### src/rtl/microwave_sequencer_pkg.sv
// Shared types and constants for the microwave cycle sequencer:
// FSM state encoding, BCD digit width and the per-digit decrement helper.
package microwave_pkg;

    localparam int BCD_W = 4;
    localparam logic [BCD_W-1:0] BCD_NINE     = 4'd9;
    localparam logic [BCD_W-1:0] SEC_TENS_MAX = 4'd5;

    typedef enum logic [2:0] {
        ST_IDLE  = 3'd0,
        ST_ENTRY = 3'd1,
        ST_COOK  = 3'd2,
        ST_PAUSE = 3'd3,
        ST_DONE  = 3'd4
    } state_e;

    // Returns {borrow, new_digit}; a zero digit wraps to wrap_val and borrows.
    function automatic logic [BCD_W:0] bcd_digit_dec(input logic [BCD_W-1:0] digit,
                                                     input logic [BCD_W-1:0] wrap_val);
        logic [BCD_W:0] result;
        if (digit == {BCD_W{1'b0}}) begin
            result = {1'b1, wrap_val};
        end else begin
            result = {1'b0, digit - 4'd1};
        end
        return result;
    endfunction

endpackage

### src/rtl/microwave_sequencer_if.sv
// Button/keypad/display bundle between the panel (master) and the sequencer (slave).
// The beep line exists only when MICROWAVE_BEEP_EN is defined.
interface microwave_sequencer_if;
    import microwave_pkg::*;

    logic             startn;
    logic             stopn;
    logic             clearn;
    logic             door_closed;
    logic             key_valid;
    logic [BCD_W-1:0] key_digit;
    logic             mag_on;
    logic [BCD_W-1:0] min_tens;
    logic [BCD_W-1:0] min_ones;
    logic [BCD_W-1:0] sec_tens;
    logic [BCD_W-1:0] sec_ones;
    logic [2:0]       state;
    logic             timer_done;
`ifdef MICROWAVE_BEEP_EN
    logic             beep;
`endif

    modport master (
        output startn, stopn, clearn, door_closed, key_valid, key_digit,
        input  mag_on, min_tens, min_ones, sec_tens, sec_ones, state, timer_done
`ifdef MICROWAVE_BEEP_EN
        , input beep
`endif
    );

    modport slave (
        input  startn, stopn, clearn, door_closed, key_valid, key_digit,
        output mag_on, min_tens, min_ones, sec_tens, sec_ones, state, timer_done
`ifdef MICROWAVE_BEEP_EN
        , output beep
`endif
    );

endinterface

### src/rtl/microwave_sequencer_bcd_mmss_counter.sv
// Four-digit MM:SS BCD register: clear, keypad shift-in and borrow-chained decrement.
// Seconds tens wrap to 5, so raw entries such as 0:90 still count down one per tick.
module bcd_mmss_counter
    import microwave_pkg::*;
(
    input  logic             clk,
    input  logic             resetn,
    input  logic             i_clr,
    input  logic             i_shift,
    input  logic [BCD_W-1:0] i_digit,
    input  logic             i_dec,
    output logic [BCD_W-1:0] o_min_tens,
    output logic [BCD_W-1:0] o_min_ones,
    output logic [BCD_W-1:0] o_sec_tens,
    output logic [BCD_W-1:0] o_sec_ones,
    output logic             o_zero,
    output logic             o_last
);

    logic [BCD_W-1:0] r_min_tens, r_min_ones, r_sec_tens, r_sec_ones;
    logic [BCD_W-1:0] w_min_tens_dec, w_min_ones_dec, w_sec_tens_dec, w_sec_ones_dec;
    logic             w_borrow_so, w_borrow_st, w_borrow_mo;

    assign {w_borrow_so, w_sec_ones_dec} = bcd_digit_dec(r_sec_ones, BCD_NINE);
    assign {w_borrow_st, w_sec_tens_dec} = w_borrow_so ? bcd_digit_dec(r_sec_tens, SEC_TENS_MAX)
                                                       : {1'b0, r_sec_tens};
    assign {w_borrow_mo, w_min_ones_dec} = w_borrow_st ? bcd_digit_dec(r_min_ones, BCD_NINE)
                                                       : {1'b0, r_min_ones};
    assign w_min_tens_dec = w_borrow_mo ? (r_min_tens - 4'd1) : r_min_tens;

    // Digit register: clear beats shift beats decrement.
    always_ff @(posedge clk or negedge resetn) begin
        if (!resetn) begin
            r_min_tens <= 4'd0;
            r_min_ones <= 4'd0;
            r_sec_tens <= 4'd0;
            r_sec_ones <= 4'd0;
        end else if (i_clr) begin
            r_min_tens <= 4'd0;
            r_min_ones <= 4'd0;
            r_sec_tens <= 4'd0;
            r_sec_ones <= 4'd0;
        end else if (i_shift) begin
            r_min_tens <= r_min_ones;
            r_min_ones <= r_sec_tens;
            r_sec_tens <= r_sec_ones;
            r_sec_ones <= i_digit;
        end else if (i_dec) begin
            r_min_tens <= w_min_tens_dec;
            r_min_ones <= w_min_ones_dec;
            r_sec_tens <= w_sec_tens_dec;
            r_sec_ones <= w_sec_ones_dec;
        end else begin
            r_min_tens <= r_min_tens;
            r_min_ones <= r_min_ones;
            r_sec_tens <= r_sec_tens;
            r_sec_ones <= r_sec_ones;
        end
    end

    assign o_min_tens = r_min_tens;
    assign o_min_ones = r_min_ones;
    assign o_sec_tens = r_sec_tens;
    assign o_sec_ones = r_sec_ones;
    assign o_zero = ({r_min_tens, r_min_ones, r_sec_tens, r_sec_ones} == 16'h0000);
    assign o_last = ({r_min_tens, r_min_ones, r_sec_tens, r_sec_ones} == 16'h0001);

endmodule

### src/rtl/microwave_sequencer.sv
// Microwave cooking sequencer: button edge detection, cooking FSM, tick prescaler.
// Define MICROWAVE_BEEP_EN to add the end-of-cycle beep output and its tick counter.
module microwave_sequencer
    import microwave_pkg::*;
#(
    parameter int TICK_DIV = 100
`ifdef MICROWAVE_BEEP_EN
    ,
    parameter int BEEP_SECS = 3
`endif
) (
    input logic                 clk,
    input logic                 resetn,
    microwave_sequencer_if.slave bus
);

    localparam int PRESC_W = $clog2(TICK_DIV);
    localparam logic [PRESC_W-1:0] PRESC_LAST = PRESC_W'(TICK_DIV - 1);

    state_e             r_state, w_state_nxt;
    logic               r_startn_q, r_stopn_q, r_clearn_q, r_door_q;
    logic [PRESC_W-1:0] r_presc;
    logic               r_timer_done;
    logic               w_start_ev, w_stop_ev, w_clear_ev, w_door_open_ev, w_key_ok;
    logic               w_tick, w_clr, w_shift, w_dec, w_done_nxt, w_presc_run, w_presc_clr;
    logic               w_zero, w_last;
    logic [BCD_W-1:0]   w_min_tens, w_min_ones, w_sec_tens, w_sec_ones;

    assign w_start_ev     = r_startn_q  & ~bus.startn;
    assign w_stop_ev      = r_stopn_q   & ~bus.stopn;
    assign w_clear_ev     = r_clearn_q  & ~bus.clearn;
    assign w_door_open_ev = r_door_q    & ~bus.door_closed;
    assign w_key_ok       = bus.key_valid && (bus.key_digit <= BCD_NINE);
    assign w_tick         = (r_presc == PRESC_LAST);
    assign w_presc_clr    = (w_state_nxt == ST_IDLE) || (w_state_nxt == ST_ENTRY);

    // Input history for press/door-open edge detection.
    always_ff @(posedge clk or negedge resetn) begin
        if (!resetn) begin
            r_startn_q <= 1'b1;
            r_stopn_q  <= 1'b1;
            r_clearn_q <= 1'b1;
            r_door_q   <= 1'b1;
        end else begin
            r_startn_q <= bus.startn;
            r_stopn_q  <= bus.stopn;
            r_clearn_q <= bus.clearn;
            r_door_q   <= bus.door_closed;
        end
    end

    // State, prescaler and done-pulse registers.
    always_ff @(posedge clk or negedge resetn) begin
        if (!resetn) begin
            r_state      <= ST_IDLE;
            r_presc      <= {PRESC_W{1'b0}};
            r_timer_done <= 1'b0;
        end else begin
            r_state      <= w_state_nxt;
            r_timer_done <= w_done_nxt;
            if (w_presc_clr) begin
                r_presc <= {PRESC_W{1'b0}};
            end else if (w_presc_run) begin
                r_presc <= w_tick ? {PRESC_W{1'b0}} : (r_presc + PRESC_W'(1));
            end else begin
                r_presc <= r_presc;
            end
        end
    end

    // Next-state and datapath controls; priority clear > stop > door > start > key.
    always_comb begin
        w_state_nxt = r_state;
        w_clr       = 1'b0;
        w_shift     = 1'b0;
        w_dec       = 1'b0;
        w_done_nxt  = 1'b0;
        w_presc_run = 1'b0;
        case (r_state)
            ST_IDLE, ST_ENTRY: begin
                if (w_clear_ev) begin
                    w_clr       = 1'b1;
                    w_state_nxt = ST_IDLE;
                end else if (w_stop_ev) begin
                    w_state_nxt = r_state;
                end else if (w_start_ev && bus.door_closed && !w_zero) begin
                    w_state_nxt = ST_COOK;
                end else if (w_key_ok) begin
                    w_shift     = 1'b1;
                    w_state_nxt = ST_ENTRY;
                end else begin
                    w_state_nxt = r_state;
                end
            end
            ST_COOK: begin
                if (w_clear_ev) begin
                    w_clr       = 1'b1;
                    w_state_nxt = ST_IDLE;
                end else if (w_stop_ev || !bus.door_closed) begin
                    w_state_nxt = ST_PAUSE;
                end else begin
                    w_presc_run = 1'b1;
                    w_dec       = w_tick;
                    if (w_tick && w_last) begin
                        w_state_nxt = ST_DONE;
                        w_done_nxt  = 1'b1;
                    end else begin
                        w_state_nxt = ST_COOK;
                    end
                end
            end
            ST_PAUSE: begin
                if (w_clear_ev || w_stop_ev) begin
                    w_clr       = 1'b1;
                    w_state_nxt = ST_IDLE;
                end else if (w_start_ev && bus.door_closed) begin
                    w_state_nxt = ST_COOK;
                end else begin
                    w_state_nxt = ST_PAUSE;
                end
            end
            ST_DONE: begin
`ifdef MICROWAVE_BEEP_EN
                w_presc_run = 1'b1;
`endif
                if (w_clear_ev || w_stop_ev || w_start_ev || w_door_open_ev) begin
                    w_clr       = 1'b1;
                    w_state_nxt = ST_IDLE;
                end else if (w_key_ok) begin
                    w_shift     = 1'b1;
                    w_state_nxt = ST_ENTRY;
                end else begin
                    w_state_nxt = ST_DONE;
                end
            end
            default: begin
                w_clr       = 1'b1;
                w_state_nxt = ST_IDLE;
            end
        endcase
    end

    bcd_mmss_counter u_counter (
        .clk        (clk),
        .resetn     (resetn),
        .i_clr      (w_clr),
        .i_shift    (w_shift),
        .i_digit    (bus.key_digit),
        .i_dec      (w_dec),
        .o_min_tens (w_min_tens),
        .o_min_ones (w_min_ones),
        .o_sec_tens (w_sec_tens),
        .o_sec_ones (w_sec_ones),
        .o_zero     (w_zero),
        .o_last     (w_last)
    );

`ifdef MICROWAVE_BEEP_EN
    localparam int BEEP_W = $clog2(BEEP_SECS + 1);
    logic              r_beep;
    logic [BEEP_W-1:0] r_beep_cnt;

    // Alarm: set on entry to DONE, dropped after BEEP_SECS ticks or on leaving DONE.
    always_ff @(posedge clk or negedge resetn) begin
        if (!resetn) begin
            r_beep     <= 1'b0;
            r_beep_cnt <= {BEEP_W{1'b0}};
        end else if (w_state_nxt != ST_DONE) begin
            r_beep     <= 1'b0;
            r_beep_cnt <= {BEEP_W{1'b0}};
        end else if (r_state != ST_DONE) begin
            r_beep     <= 1'b1;
            r_beep_cnt <= {BEEP_W{1'b0}};
        end else if (r_beep && w_tick) begin
            if (r_beep_cnt == BEEP_W'(BEEP_SECS - 1)) begin
                r_beep <= 1'b0;
            end else begin
                r_beep_cnt <= r_beep_cnt + BEEP_W'(1);
            end
        end else begin
            r_beep     <= r_beep;
            r_beep_cnt <= r_beep_cnt;
        end
    end

    assign bus.beep = r_beep;
`endif

    assign bus.mag_on     = (r_state == ST_COOK) && bus.door_closed;
    assign bus.state      = r_state;
    assign bus.timer_done = r_timer_done;
    assign bus.min_tens   = w_min_tens;
    assign bus.min_ones   = w_min_ones;
    assign bus.sec_tens   = w_sec_tens;
    assign bus.sec_ones   = w_sec_ones;

endmodule

### src/flat_wrapper.sv
// flat-port wrapper written by rule: the top's interface ports become plain ports
module microwave_sequencer_flat import microwave_pkg::*;
#(
    parameter int TICK_DIV = 100

)
  (clk, resetn, bus_startn, bus_stopn, bus_clearn, bus_door_closed, bus_key_valid, bus_key_digit, bus_mag_on, bus_min_tens, bus_min_ones, bus_sec_tens, bus_sec_ones, bus_state, bus_timer_done);
  microwave_sequencer_if bus_i ();
  input logic clk;
  input logic resetn;
  input wire logic [$bits(bus_i.startn)-1:0] bus_startn;
  input wire logic [$bits(bus_i.stopn)-1:0] bus_stopn;
  input wire logic [$bits(bus_i.clearn)-1:0] bus_clearn;
  input wire logic [$bits(bus_i.door_closed)-1:0] bus_door_closed;
  input wire logic [$bits(bus_i.key_valid)-1:0] bus_key_valid;
  input wire logic [$bits(bus_i.key_digit)-1:0] bus_key_digit;
  output wire logic [$bits(bus_i.mag_on)-1:0] bus_mag_on;
  output wire logic [$bits(bus_i.min_tens)-1:0] bus_min_tens;
  output wire logic [$bits(bus_i.min_ones)-1:0] bus_min_ones;
  output wire logic [$bits(bus_i.sec_tens)-1:0] bus_sec_tens;
  output wire logic [$bits(bus_i.sec_ones)-1:0] bus_sec_ones;
  output wire logic [$bits(bus_i.state)-1:0] bus_state;
  output wire logic [$bits(bus_i.timer_done)-1:0] bus_timer_done;
  assign bus_i.startn = bus_startn;
  assign bus_i.stopn = bus_stopn;
  assign bus_i.clearn = bus_clearn;
  assign bus_i.door_closed = bus_door_closed;
  assign bus_i.key_valid = bus_key_valid;
  assign bus_i.key_digit = bus_key_digit;
  assign bus_mag_on = bus_i.mag_on;
  assign bus_min_tens = bus_i.min_tens;
  assign bus_min_ones = bus_i.min_ones;
  assign bus_sec_tens = bus_i.sec_tens;
  assign bus_sec_ones = bus_i.sec_ones;
  assign bus_state = bus_i.state;
  assign bus_timer_done = bus_i.timer_done;
  microwave_sequencer #(.TICK_DIV(TICK_DIV)) u_core (.clk(clk), .resetn(resetn), .bus(bus_i));
endmodule
### config.mk
export PLATFORM = sky130hd
export DESIGN_NAME = microwave_sequencer_flat
export DESIGN_NICKNAME = d
export VERILOG_FILES = /design/src/rtl/microwave_sequencer_pkg.sv /design/src/rtl/microwave_sequencer_if.sv /design/src/rtl/microwave_sequencer_bcd_mmss_counter.sv /design/src/rtl/microwave_sequencer.sv /design/src/flat_wrapper.sv
export SDC_FILE = /design/constraint.sdc
export NUM_CORES = 1
export LEC_CHECK = 0
export ABC_AREA = 0
export BUFFER_PORTS_ARGS = -buffer_cell sky130_fd_sc_hd__buf_2
export CAP_MARGIN = 25
export CORE_UTILIZATION = 40
export DETAILED_ROUTE_END_ITERATION = 8
export HOLD_SLACK_MARGIN = 0.08
export PLACE_DENSITY = 0.68
export SLEW_MARGIN = 5
export SYNTH_ARGS = -nofsm -noshare
export SYNTH_HDL_FRONTEND = slang
export SYNTH_SLANG_ARGS = --single-unit
### constraint.sdc
create_clock -name clk -period 5.2 [get_ports clk]
set_input_delay 0.26 -clock clk [delete_from_list [all_inputs] [get_ports clk]]
set_output_delay 0.26 -clock clk [all_outputs]
set_load 0.005 [all_outputs]
; Yosys cells after proc, flatten, opt, wreduce, memory -nomap -nowiden
; Cells that the tools add are included.
[totals]
inputBits = 11
regBits = 31
wordCells = 113
[op_classes]
add_sub_neg = 5
reduce_logical = 28
n_mux = 53
bitwise_logic = 8
eq_ne = 7
magnitude_cmp = 1
[ops]
columns = op, n
row1 = 4-bit 2-to-1 mux, 13
row2 = 3-bit 2-to-1 mux, 10
row3 = 5-bit 2-to-1 mux, 5
row4 = 7-bit 2-to-1 mux, 3
row5 = 1-bit 2-to-1 mux, 19
row6 = 16-bit by 1-bit equality test with 1-bit output (second input constant), 1
row7 = 16-bit zero test, 1
row8 = 4-bit by 1-bit subtractor with 4-bit output (second input constant), 4
row9 = 4-bit zero test, 3
row10 = 3-bit case mux with 4 select lines, 1
row11 = 3-bit nonzero test, 4
row12 = 7-bit by 1-bit adder with 7-bit output (second input constant), 1
row13 = 7-bit equality test (second input constant), 1
row14 = 3-bit by 1-bit equality test with 1-bit output (second input constant), 2
row15 = 3-bit by 2-bit equality test with 1-bit output (second input constant), 2
row16 = 3-bit zero test, 2
row17 = 2-bit AND reduction, 3
row18 = 1-bit logical AND, 5
row19 = 1-bit logical OR, 5
row20 = 1-bit bitwise AND, 4
row21 = 4-bit <= comparator (second input constant), 1
row22 = 1-bit inverter, 4
row23 = 3-bit equality test (second input constant), 1
row24 = 1-bit case mux with 3 select lines, 1
row25 = other kinds (5), 6

; Logic depth before layout (Yosys ltp)
; Gate-level depths: netlist of the first run.
[logic_depth]
word_depth = 11
ltp_mapped = 9

; Cells and area by module
; From an unflattened synthesis of the first run, not the netlist that was laid out.
[unflattened]
hier_cells = 224
area_unflattened_um2 = 2054.5
[by_module_without_submodules]
columns = module, instances, cells_each, area_each_um2, seq_area_each_um2
row1 = bcd_mmss_counter, 1, 123, 1117.3, 400.4
row2 = microwave_sequencer, 1, 101, 937.1, 380.4

; Least setup slack after synthesis of the first run
; Ideal clock, no wire load.
[synth_path]
kind = reg-to-reg
from = reg u_core.u_counter.r_sec_tens[0] (netlist: u_core.u_counter.o_sec_tens[0])
to = reg u_core.u_counter.r_min_ones[0] (netlist: u_core.u_counter.o_min_ones[0])
stages_incl_launch_ff = 10
n_path_buf = 2
t_required_ns = 5.064
path_slack_ns = 3.125
arrival_ns = 1.939
period_less_slack_ns = 2.075
setup_time_ns = 0.136
cell_sequence = dfrtp_1 > inv_1 > ha_1 > nor3b_2 > nand4_2 > a211oi_4 > or2_1 > buf_6 > buf_12 > o31ai_2
[synth_between]
elab_chain_len = 9
[synth_lines]
columns = element, line_no
row1 = "start, declared", microwave_sequencer_bcd_mmss_counter.sv:20  ; logic [BCD_W-1:0] r_min_tens, r_min_ones, r_sec_tens, r_sec_ones;
row2 = "start signal, assigned", microwave_sequencer_bcd_mmss_counter.sv:46  ; r_sec_tens <= r_sec_ones;
row3 = "start signal, assigned", microwave_sequencer_bcd_mmss_counter.sv:51  ; r_sec_tens <= w_sec_tens_dec;
row4 = "start signal, assigned", microwave_sequencer_bcd_mmss_counter.sv:56  ; r_sec_tens <= r_sec_tens;
row5 = 16-bit zero test, microwave_sequencer_bcd_mmss_counter.sv:65  ; assign o_zero = ({r_min_tens, r_min_ones, r_sec_tens, r_sec_ones} == 16'h0000);
row6 = 1-bit zero test, microwave_sequencer.sv:86  ; end else if (w_start_ev && bus.door_closed && !w_zero) begin
row7 = 1-bit logical AND, microwave_sequencer.sv:86
row8 = 1-bit 2-to-1 mux, microwave_sequencer.sv:86
row9 = 1-bit 2-to-1 mux, microwave_sequencer.sv:84  ; end else if (w_stop_ev) begin
row10 = 1-bit 2-to-1 mux, microwave_sequencer.sv:81  ; if (w_clear_ev) begin
row11 = 1-bit case mux with 2 select lines, microwave_sequencer.sv:79  ; case (r_state)
row12 = 3-bit nonzero test (no source line) or 4-bit 2-to-1 mux (tied branches), -
row13 = 2-bit AND reduction (no source line) or 4-bit 2-to-1 mux (tied branches), -
row14 = "end signal, assigned", microwave_sequencer_bcd_mmss_counter.sv:45  ; r_min_ones <= r_sec_tens;
row15 = "end signal, assigned", microwave_sequencer_bcd_mmss_counter.sv:50  ; r_min_ones <= w_min_ones_dec;
row16 = "end signal, assigned", microwave_sequencer_bcd_mmss_counter.sv:55  ; r_min_ones <= r_min_ones;
row17 = "end, declared", microwave_sequencer_bcd_mmss_counter.sv:20
; Several ways; a longest one is shown, not always the timed one. The select of a mux whose other input is x is not followed.
; A chain may end at the register's enable or synchronous reset.

; Worst setup path in the final report of the first run
[layout_path]
from = reg u_core.u_counter.r_sec_tens[0] (netlist: u_core.u_counter.o_sec_tens[0])
to = reg u_core.u_counter.r_sec_tens[0] (netlist: u_core.u_counter.o_sec_tens[0])
[layout_between]
elab_chain_len = 9
[layout_lines]
columns = element, line_no
row1 = 16-bit zero test, microwave_sequencer_bcd_mmss_counter.sv:65
row2 = 1-bit zero test, microwave_sequencer.sv:86
row3 = 1-bit logical AND, microwave_sequencer.sv:86
row4 = 1-bit 2-to-1 mux, microwave_sequencer.sv:86
row5 = 1-bit 2-to-1 mux, microwave_sequencer.sv:84
row6 = 1-bit 2-to-1 mux, microwave_sequencer.sv:81
row7 = 1-bit case mux with 2 select lines, microwave_sequencer.sv:79
row8 = 3-bit nonzero test (no source line) or 4-bit 2-to-1 mux (tied branches), -
row9 = 2-bit AND reduction (no source line) or 4-bit 2-to-1 mux (tied branches), -
; Several ways; a longest one is shown, not always the timed one. The select of a mux whose other input is x is not followed.

==> results of run 1 <==
## report_power, final
group | switching [mW] | internal [mW] | leakage, nW
sequential | 0.0401 | 0.262 | 0.411
clock | 0.0919 | 0.0938 | 0.0422
combinational | 0.111 | 0.0849 | 0.560
## kinds of logic (layout without fill, tap and decap cells)
| kind of cell | Yosys count | count (layout) | share of synthesized area |
|---|---|---|---|
| compound gates | 57 | 57 | 0.202 |
| buf+inv | 19 | 50 | 0.0535 |
| mux | 8 | 8 | 0.0384 |
| flops | 31 | 31 | 0.363 |
| xor+xnor | 8 | 8 | 0.0325 |
| simple gates | 91 | 91 | 0.288 |
| fa+ha+maj | 4 | 4 | 0.0232 |
## registers in the layout, summed over array words and instances (netlist names)
register                     count
u_core.r_clearn_q                1
u_core.r_stopn_q                 1
u_core.r_door_q                  1
u_core.bus.timer_done            1
u_core.u_counter.o_sec_ones      4
u_core.u_counter.o_min_ones      4
u_core.r_presc                   7
u_core.u_counter.o_sec_tens      4
u_core.u_counter.o_min_tens      4
u_core.r_startn_q                1
u_core.bus.state                 3
## critical path, stage by stage, from the launching register on
cell      delay, ns
dfrtp_1        0.43
inv_1          0.09
ha_1           0.18
nor3b_2        0.45
nand4_2        0.24
a211oi_4       0.59
or2_1          0.66
o41ai_1        0.19
## per-stage QoR
stage          hold slack, ns  instances  worst slack, ns  power [mW]  instance area [sq um]
3_5_place_dp            0.361        308             2.25       0.501                   2310
2_1_floorplan         -0.0356        218             3.13       0.444                   2150
6_report               0.0984        319             2.23       0.684                   2430
5_1_grt                0.0959        319             1.99       0.724                   2430
3_3_place_gp            0.350        308             2.39       0.499                   2310
4_1_cts                0.0913        319             2.24       0.691                   2430
## synth_stat cells (4+ instances only)
| master | instances |
|---|---|
| nor4_1 | 6 |
| dfrtp_1 | 27 |
| dfstp_2 | 4 |
| nand3_1 | 6 |
| nand2_1 | 9 |
| nor2b_1 | 6 |
| nor3_1 | 6 |
| a21oi_1 | 7 |
| o31ai_2 | 8 |
| xnor2_1 | 6 |
| ha_1 | 4 |
| nand4_1 | 5 |
| nor2_1 | 20 |
| o21ai_0 | 17 |
| mux2i_1 | 6 |
| inv_1 | 7 |
| buf_2 | 6 |
## layer usage
metal	track usage	part of all wire	up-vias
li1	-	-	881
met1	0.251	0.47	878
met2	0.316	0.48	35
met3	0.0437	0.041	5
met4	0.0638	0.0086	0
met5	0	0	-
## final cells by class
cell class	instances	area share
multi-input cells	168	0.518
clock buffers	7	0.0315
flip-flops and latches	31	0.322
well taps	70	0.0361
inverters	7	0.0108
repair buffers	35	0.0794
clock inverters	1	0.00206
## timing repair
item	in CTS	in global routing
setup endpoints to repair	0	0
gates resized for setup	0	0
endpoints found under the hold margin	29	0
hold buffers	3	0
## path summary, 6_finish.rpt
| kind | startpoint | endpoint | depth (start not counted) |
|---|---|---|---|
| max | u_core.u_counter.o_sec_tens[0] | u_core.u_counter.o_sec_tens[0] | 7 |
| min | bus_stopn | u_core.r_stopn_q | 1 |
| max reg2reg | u_core.u_counter.o_sec_tens[0] | u_core.u_counter.o_sec_tens[0] | 7 |
| min reg2reg | u_core.r_presc[6] | u_core.r_presc[6] | 1 |
| max in group asynchronous | resetn | u_core.u_counter.o_sec_tens[2] | 2 |
| min in group asynchronous | resetn | u_core.u_counter.o_sec_ones[3] | 2 |
==> flow_metrics.py, run 1 <==
metrics = {
    "logic_synthesis": {
        "synth.distinct_cells": 64,
        "ys_ff_latch": 31,
        "syn_inst": 218,
        "yosysTopAreaCell": "dfrtp_1",
        "yosys_warnings": 0,
        "synth_top_area_frac": 0.314,
        "syn_nets": 233,
        "synth_area_leaders": "dfrtp_1 31%, dfstp_2 4.9%, o31ai_2 4.6%",
        "async_reset_ff_frac": 1.00,
        "ys_seq_area_frac": 0.363,
        "synth-edff-count": 0,
        "syn-cell-area_sq_um": 2150,
        "syn_area_per_cell_sq_um": 9.88,
        "synth-main-ff-cell": "dfrtp_1",
    },
    "sta": {
        "slew_headroom": 0.515,
        "fin_crit_ns": 2.97,
        "setup_violations": 0,
        "fin_skew_ns": 0.00890,
        "rsz0062_at_grt": "no",
        "clock.fmax_mhz": 337,
        "maxSlewViolCount": 0,
        "min_period_over_period": 0.571,
        "tightest_slew_ns": 0.727,
        "hold_viol": 0,
        "tns_ns": 0,
    },
    "clocking": {
        "clockBufferDepth": 2,
        "clock_sinks": 31,
        "clkLatencyLatePin_ns": 0.29,
        "cts-buffers-inserted": 5,
        "cts_htree_levels": 2,
        "clk_pin_slew_ns": 0.07,
        "cts_tree": "yes",
        "cts_setup_buffers": 0,
        "cts-root-buf": "clkbuf_8",
    },
    "detailed_routing": {
        "first_pass_iters": 4,
        "drcViolationCount": 0,
        "drtIter0Drc": 92,
        "ant_nets": 0,
        "via_per_inst": 5.64,
        "wl_um": 4870,
        "via_count": 1799,
        "wl_per_cell_um": 15.3,
    },
    "flow_run": {
        "maxCapViolCount": 0,
    },
    "cells_and_area": {
        "drive_gt1_frac": 0.289,
        "utilization": 0.472,
        "nFillCells": 536,
        "areaGrowthSynthToFinish_pct": 12.7,
        "mostFrequentLayoutCells": "31 x buf_2, 27 x dfrtp_1, 20 x nor2_1",
        "multi_input_comb_area_sq_um": 1260,
        "fin_nets": 263,
        "antenna_cells": 0,
        "seq_area_sq_um": 781,
        "final_common_cell": "buf_2",
    },
    "setup_path": {
        "startpoint_type": "flop",
        "critPathKind": "reg2reg",
        "end_kind": "flop",
        "cp.arrival_ns": 3.11,
        "worst-path-max-fanout": 16,
        "critical_path_required_ns": 5.34,
        "r2r_setup_slack_ns": 2.23,
    },
    "die": {
        "die_w_um": 75.4,
        "ios": 32,
        "core_area_sq_um": 5140,
        "die_y_um": 75.4,
        "start_util": 0.419,
        "dieArea_sq_um": 5680,
        "num_rows": 26,
    },
    "placement": {
        "dp_hpwl_um": 3400,
        "port_buffers": 31,
        "gp_congestion": 0.881,
    },
    "grt": {
        "grt_pass1_vias": 1718,
        "overflow": 0,
        "grt_usage": 0.192,
        "grt_max_degree": 32,
        "grt_antenna_before_repair": 0,
        "grt_pass1_wl_um": 8160,
    },
    "pwr": {
        "power.density_nw_per_um2": 282,
        "p_leak_nw": 1.01,
        "ir_worst_vdd_v": 0.000194,
    },
    "run_status": {
        "status": "finished, final reports clean",
    },
    "worst_hold_path": {
        "hold_path.class": "in2reg",
    },
}
(Power assumes the default switching activity.)
==> run 2: changes to the inputs <==
==> constraint.sdc (replaced) <==
create_clock -name clk -period 3 [get_ports clk]
set_input_delay 0.15 -clock clk [delete_from_list [all_inputs] [get_ports clk]]
set_output_delay 0.15 -clock clk [all_outputs]
set_load 0.005 [all_outputs]
==> run 2 against run 1 <==
- worst setup slack worse by 1.6 ns
- cell area is 2.8% higher
- clock power is 83% higher
- final cell count is 2.2% higher
- largest cell class unchanged
- highest routed layer unchanged
==> flow_metrics.py, run 2 (synthesis gave the netlist of run 1 again) <==
metrics = {
    "die": {
        "dieArea_sq_um": 5680,
        "die_y_um": 75.4,
        "num_rows": 26,
        "start_util": 0.419,
        "die_w_um": 75.4,
        "ios": 32,
        "core_area_sq_um": 5140,
    },
    "clocking": {
        "cts_htree_levels": 2,
        "cts-root-buf": "clkbuf_8",
        "clockBufferDepth": 2,
        "clkLatencyLatePin_ns": 0.29,
        "cts-buffers-inserted": 5,
        "clock_sinks": 31,
        "cts_tree": "yes",
        "clk_pin_slew_ns": 0.06,
    },
    "flow_run": {
        "maxCapViolCount": 0,
    },
    "cells_and_area": {
        "fin_nets": 270,
        "mostFrequentLayoutCells": "31 x buf_2, 27 x dfrtp_1, 20 x nor2_1",
        "drive_gt1_frac": 0.305,
        "top_register": "u_core.r_presc",
        "nFillCells": 512,
        "largest_reg_flops": 7,
        "antenna_cells": 0,
        "areaGrowthSynthToFinish_pct": 15.8,
        "final_common_cell": "buf_2",
        "layout.cells.non_filler": 326,
    },
    "placement": {
        "gp_congestion": 0.887,
        "port_buffers": 31,
        "dp_hpwl_um": 3540,
        "placed_cells": 313,
    },
    "detailed_routing": {
        "drtIter0Drc": 239,
        "via_count": 1868,
        "first_pass_iters": 5,
        "via_per_inst": 5.73,
        "drcViolationCount": 0,
        "wl_per_cell_um": 15.5,
        "ant_nets": 0,
        "wl_um": 5050,
    },
    "setup_path": {
        "crit_path_top_delay_cell": "dfrtp_1",
        "cp.arrival_ns": 2.48,
        "r2r_setup_slack_ns": 0.68,
        "rr_worst_depth": 9,
        "cp_slowest_stage_delay_ns": 0.44,
        "path_cells": "inv_1, ha_1, nor3b_2, buf_4, nand4_2, a211oi_4, or2_1, buf_4, o31ai_1",
        "end_kind": "flop",
        "critPathKind": "reg2reg",
        "reg2reg_to": "u_core.u_counter.o_sec_tens[1]",
        "startpoint_type": "flop",
        "critical_path_required_ns": 3.16,
        "cpMostUsedCell": "buf_4",
        "worst-path-max-fanout": 8,
        "reg2reg_from": "u_core.u_counter.o_sec_tens[1]",
    },
    "sta": {
        "slew_headroom": 0.529,
        "rsz0062_at_grt": "no",
        "setup_violations": 0,
        "tns_ns": 0,
        "fin_skew_ns": 0.0108,
        "tightest_slew_ns": 0.707,
        "maxSlewViolCount": 0,
        "clock.fmax_mhz": 431,
        "fin_crit_ns": 2.32,
        "min_period_over_period": 0.773,
        "hold_viol": 0,
    },
    "grt": {
        "grt_usage": 0.200,
        "grt_antenna_before_repair": 0,
        "overflow": 0,
        "grt_pass1_vias": 1791,
        "grt_max_degree": 32,
        "grt_pass1_wl_um": 8600,
    },
    "pwr": {
        "p_leak_nw": 1.05,
        "ir_worst_vdd_v": 0.000253,
        "power.density_nw_per_um2": 491,
        "total_power_mw": 1.22,
    },
    "worst_hold_path": {
        "hold_end": "u_core.u_counter.o_sec_ones[0]",
        "hold_start": "bus_key_digit[0]",
        "holdPathStages": 3,
        "hold_path.class": "in2reg",
    },
    "run_status": {
        "status": "finished, final reports clean",
    },
}
[run 2: cell types whose count changed in the layout (fill, tap and decap cells not counted)]
cell and delta:
clkbuf_1 -1, dlygate4sd3_1 +2, buf_4 +5, clkbuf_8 +1
[run 2: worst max-delay path: cells and delay by family, from the launching register on]
family	cells	cell delay, ns
AND/OR/NAND/NOR	3	0.73
AO/OA/AOI/OAI	2	0.35
flip-flops	1	0.44
buffers and inverters	3	0.51
adder cells (fa/ha/maj)	1	0.17
[run 2: power breakdown]
| group | total [mW] | switching, mW | internal (mW) |
|---|---|---|---|
| combinational | 0.358 | 0.197 | 0.161 |
| clock | 0.341 | 0.156 | 0.185 |
| sequential | 0.525 | 0.0707 | 0.455 |
[run 2: cell type report]
class | count | area, sq um | area share
Clock buffer | 7 | 86.3 | 0.0346
Timing Repair Buffer | 42 | 250 | 0.100
Tap cell | 70 | 87.6 | 0.0351
Sequential cell | 31 | 781 | 0.313
Clock inverter | 1 | 5.00 | 0.00201
Multi-Input combinational cell | 168 | 1260 | 0.504
Inverter | 7 | 26.3 | 0.0105
[run 2: worst max path at each step]
stage / startpoint / end / slack, ns / cells after the start
finish: u_core.u_counter.o_sec_tens[1] / u_core.u_counter.o_sec_tens[1] / 0.68 / 9
global route: u_core.u_counter.o_sec_tens[0] / u_core.r_presc[5] / 0.48 / 8
CTS: u_core.u_counter.o_sec_tens[0] / u_core.u_counter.o_sec_ones[0] / 0.71 / 9
detailed placement: u_core.u_counter.o_sec_tens[0] / u_core.u_counter.o_min_ones[0] / 0.72 / 9
global placement: u_core.u_counter.o_sec_ones[1] / u_core.r_presc[3] / 0.77 / 5
floorplan: u_core.u_counter.o_sec_tens[0] / u_core.u_counter.o_min_ones[0] / 0.93 / 9
[run 2: routing by layer]
metal / track usage / vias up / part of all wire
met2: 0.322 / 70 / 0.47
li1: - / 891 / -
met3: 0.0384 / 7 / 0.057
met5: 0 / - / 0
met1: 0.275 / 900 / 0.46
met4: 0.0597 / 0 / 0.011
[run 2: timing repair]
action / 4_1_cts / 5_1_grt
endpoints found under the hold margin: 31 / 0
resized for setup: 0 / 0
setup buffers: 0 / 0
hold buffers: 5 / 0
[run 2: through the flow]
stage | instance area (sq um) | utilization | hold WS (ns) | worst slack [ns]
floorplan | 2150 | - | -0.146 | 0.925
global placement | 2350 | 0.458 | 0.249 | 0.774
detailed placement | 2350 | 0.458 | 0.244 | 0.715
CTS | 2490 | 0.485 | 0.110 | 0.709
global route | 2490 | 0.485 | 0.143 | 0.481
finish | 2490 | 0.485 | 0.110 | 0.680
